**config.mk**
```make
export PLATFORM = sky130hd
export DESIGN_NAME = uart_lb_pattern_gen
export DESIGN_NICKNAME = d
export VERILOG_FILES = /design/src/rtl/uart_lb_pkg.sv /design/src/rtl/uart_lb_pattern_gen.sv
export SDC_FILE = /design/constraint.sdc
export NUM_CORES = 1
export LEC_CHECK = 0
export ABC_AREA = 1
export BUFFER_PORTS_ARGS = -buffer_cell sky130_fd_sc_hd__buf_2
export CORE_MARGIN = 4
export CORE_UTILIZATION = 25
export CTS_BUF_LIST = sky130_fd_sc_hd__clkbuf_8 sky130_fd_sc_hd__clkbuf_16
export CTS_CLUSTER_DIAMETER = 80
export CTS_CLUSTER_SIZE = 40
export DETAILED_ROUTE_END_ITERATION = 10
export GPL_TIMING_DRIVEN = 0
export PLACE_DENSITY_LB_ADDON = 0.15
export SETUP_SLACK_MARGIN = 0.2
export SLEW_MARGIN = 20
export SYNTH_ARGS = -nofsm -noshare
export SYNTH_HDL_FRONTEND = slang
export SYNTH_SLANG_ARGS = --single-unit
```
**constraint.sdc**
```tcl
create_clock -name clk -period 1.6 [get_ports clk]
set_input_delay 0.48 -clock clk [delete_from_list [all_inputs] [get_ports clk]]
set_output_delay 0.48 -clock clk [all_outputs]
set_load 0.05 [all_outputs]
```
**src/rtl/uart_lb_pkg.sv**
```systemverilog
// Shared constants for the UART loopback checker: pattern mode codes and FSM states.
package uart_lb_pkg;

  localparam logic [1:0] LB_MODE_INC = 2'd0;
  localparam logic [1:0] LB_MODE_ROL = 2'd1;
  localparam logic [1:0] LB_MODE_INV = 2'd2;

  typedef enum logic [1:0] {
    LB_IDLE  = 2'd0,
    LB_SEND  = 2'd1,
    LB_DRAIN = 2'd2,
    LB_DONE  = 2'd3
  } lb_state_e;

endpackage

```
**src/rtl/uart_lb_pattern_gen.sv**
```systemverilog
// Programmable byte-pattern generator; used both for the transmit stream and
// for regenerating the expected echo stream.
module uart_lb_pattern_gen
  import uart_lb_pkg::*;
#(
  parameter int              W          = 8,
  parameter logic [W-1:0]    RESET_SEED = '0
) (
  input  logic         clk,
  input  logic         rst,
  input  logic         load,
  input  logic [W-1:0] seed,
  input  logic [1:0]   mode,
  input  logic         advance,
  output logic [W-1:0] value
);

  logic [W-1:0] cnt_q, cnt_d;

  always_comb begin
    cnt_d = cnt_q;
    if (load) begin
      cnt_d = seed;
    end else if (advance) begin
      if (mode == LB_MODE_ROL) begin
        cnt_d = {cnt_q[W-2:0], cnt_q[W-1]};
      end else begin
        cnt_d = cnt_q + W'(1);
      end
    end
  end

  always_ff @(posedge clk or posedge rst) begin
    if (rst) begin
      cnt_q <= RESET_SEED;
    end else begin
      cnt_q <= cnt_d;
    end
  end

  // Inverted mode keeps an ordinary counter and presents its complement.
  assign value = (mode == LB_MODE_INV) ? ~cnt_q : cnt_q;

endmodule

```
==> results.md <==
- Status: complete, but fails checks
- Failing checks: setup timing
- DR WL/cell: 12.6 um
- Clock Power Share: 0.262
- Post-Synth Adder-Cell Area: 0.0179
- Clock Sinks: 8
- CTS root buf: clkbuf_8
- Sw power: just over 400 uW
- Row count: 18
- Commonest cells after routing, fill and taps aside: nand2_1 (21), inv_1 (14), buf_2 (11), buf_6 (10)
- Final layout net count: 139
- CTS H-tree lvls: 1
- Core area: 2570 um^2
- Metal3 WL: 137 um
- Largest family of logic cells by synthesized area: simple AND/OR/NAND/NOR gates
- Worst Hold Class: primary input to async pin
- Via-per-instance ratio: 4.82
- Fin util: 0.433
- Detailed placer's ending HPWL: 1.44 mm
- Die footprint: 3700 um^2
- Cell Int Power: 569 uW
- Hold Buf Count CTS: 0
- Initial antenna violation count: 0
- Regs by FF count: cnt_q: 8 flops
- Routed WL: 1.91 mm
- Final GP Congestion: 0.805
- Max Cap Viol: 0
- DR iter-0 viols: 14
- Area grow syn2layout: 59.3%
- Port-buffer cells: 20
- Post-CTS Setup Bufs: 0
- # diodes: 0
- Cell Chain, Critical Path: buf_6 > or2_4 > buf_12 > xor2_4 > buf_6
- Top cell type by total area after synthesis: dfrtp_1
- Distinct cells, synth: 20
- Via Count: 733
- CTS tree: done
- Final hold vios: 0
- Clk_skew: about 2.8 ps
- Logic pwr share: 0.474
- P_leak: 0.505 nW
- Reg clk slew, reported paths: about 40 ps
- Yosys reg bits: 8
- Most common cell on crit path: buf_6
- Final setup fails: 8
- Die W: 60.8 um
- Vias in the first global route: between 600 and 700
- DRC Markers: 0
- Crit-path slowest cell: or2_4
- Pre-CTS setup slack: -361 ps
- Met1 wire length: 868 um
- I/O pins: 22
- Minimum clock period: 1790 ps
- Top sig layer: met4
- Die Y: 60.8 um
- Multiplexer share of the synthesized area: 0
- CP max stage delay: 240 ps
- Critical Path RT: roughly 1100 ps
- First-pass GRT wire length: 3.17 mm
- PwrDens: 873 nW/um^2
- Gr usage total: 0.119
- RSZ-0062 raised after global routing: true
- Commonest non-fill, non-tap cell in the layout: nand2_1
- Compound-Gate Fraction of Synth Area: 0.204
- Post-Synth XOR/XNOR Area: 0.100
- Crit path capture type: output port
- Max-slew headroom: 0.767
- Grt total ovfl: 0
- Gate Count Post-Synth: 99
- Final worst path period share: 1.12
- Share of post-route cells with drive strength above 1: 0.344
- Largest net degree at the start of global routing: 11
- Worst setup margin: -191 ps
- Syn_area_per_cell: 7.05 um^2
- Initial Util: 0.272
- Post-Layout Cell Count: ~150
- Yosys top cell area share: 0.287
- Mapped Nets: 114
- ANT nets after route: 0
- Worst Setup Start Kind: primary input
- # fillers: 285
- Post-synthesis sequential area ratio: 0.287
- DR pass1 iterations: 4
- Max VDD drop: 460 uV
- Fmax achieved: 558 MHz
- Dpl cells: ~150
- Worst-skew pair later-pin latency: 240 ps
- Power share of the sequential group: 0.264
- Max Fanout on Critical Path: 8
- Top reg by flops: cnt_q
- Clock buffer depth: 2
- Largest cells by area after synthesis: dfrtp_1 (29%), nand2_1 (11%), xor2_1 (10%), a22oi_1 (8.6%), inv_1 (8.1%)
- Mapped Area: 698 um^2
- Met2 routed WL: 871 um
- Switching Fraction: 0.414
- CTS buffer count: 3
- Final slew viol count: 0
- Least-Margin Pin Slew: roughly 350 ps
- Critical path class: primary input to output port
- Arr. time, crit path: around 1300 ps
- Simple-Gate Fraction of Synth Area: 0.260
- Yosys warns: 0
- Max reg flops: 8
area by class of cell:
type / instances / area, um^2 / share of cell area
Buffer: 4 / 43.8 / 0.0394
Clock buffer: 3 / 41.3 / 0.0371
Inverter: 15 / 63.8 / 0.0574
Multi-Input combinational cell: 72 / 559 / 0.503
Sequential cell: 8 / 200 / 0.180
Tap cell: 30 / 37.5 / 0.0337
Timing Repair Buffer: 20 / 166 / 0.150
critical path, delay by kind of cell:
kind / cells / cell delay (ps)
xor+xnor: 1 / 140
buf+inv: 3 / 430
simple gates: 1 / 240
repair_timing:
action                                  CTS  global route
endpoints found under the setup margin    8             8
pin swaps                                 2             1
resized for setup                        20             0
synth_stat cells, drive strengths merged:
master,number
a21oi,2
a22oi,8
buf,4
dfrtp,8
ha,1
inv,15
nand2,22
nand3,6
nand4,1
nor2,9
o211ai,1
o21ai,13
or2,1
xor2,8
per-layer routing:
metal,track usage,vias up
met5,0,-
met2,0.177,25
li1,-,364
met1,0.165,341
met3,0.0234,3
met4,0.0557,0
final timing paths:
kind / startpoint / end / cells after the start / slack, ps
max reg2reg: cnt_q[1] / cnt_q[6] / 6 / 360
min: rst / cnt_q[2] / 2 / 200
min reg2reg: cnt_q[7] / cnt_q[7] / 2 / 570
min in group clk: seed[2] / cnt_q[2] / 3 / 490
max in group asynchronous: rst / cnt_q[7] / 2 / 1150
max: mode[0] / value[1] / 5 / -190
kinds of logic (layout without fill, tap and decap cells):
logic type / Yosys count / in the layout
buffers and inverters: 19 / 42
and+or+nand+nor: 39 / 39
DFF: 8 / 8
adders and majority gates: 1 / 1
xor gates and xnor gates: 8 / 8
AOI/OAI and AO/OA: 24 / 24
power by group through the flow:
| stage | combinational [mW] | sequential [mW] | clock (mW) |
|---|---|---|---|
| finish | 0.460 | 0.256 | 0.254 |
| global route | 0.497 | 0.260 | 0.267 |
| CTS | 0.465 | 0.256 | 0.264 |
| detailed placement | 0.412 | 0.258 | 0 |
| global placement | 0.409 | 0.257 | 0 |
| floorplan | 0.336 | 0.250 | 0 |
through the flow:
stage	cell area [um^2]	power, mW	hold WS [ps]	TNS, ps
2_1_floorplan	867	0.586	296	-1030
3_3_place_gp	1000	0.666	459	-2630
3_5_place_dp	1000	0.670	464	-2740
4_1_cts	1110	0.984	211	-1550
5_1_grt	1110	1.02	236	-1620
6_report	1110	0.971	198	-1470
Note: power is estimated with default switching activity, not from simulation.
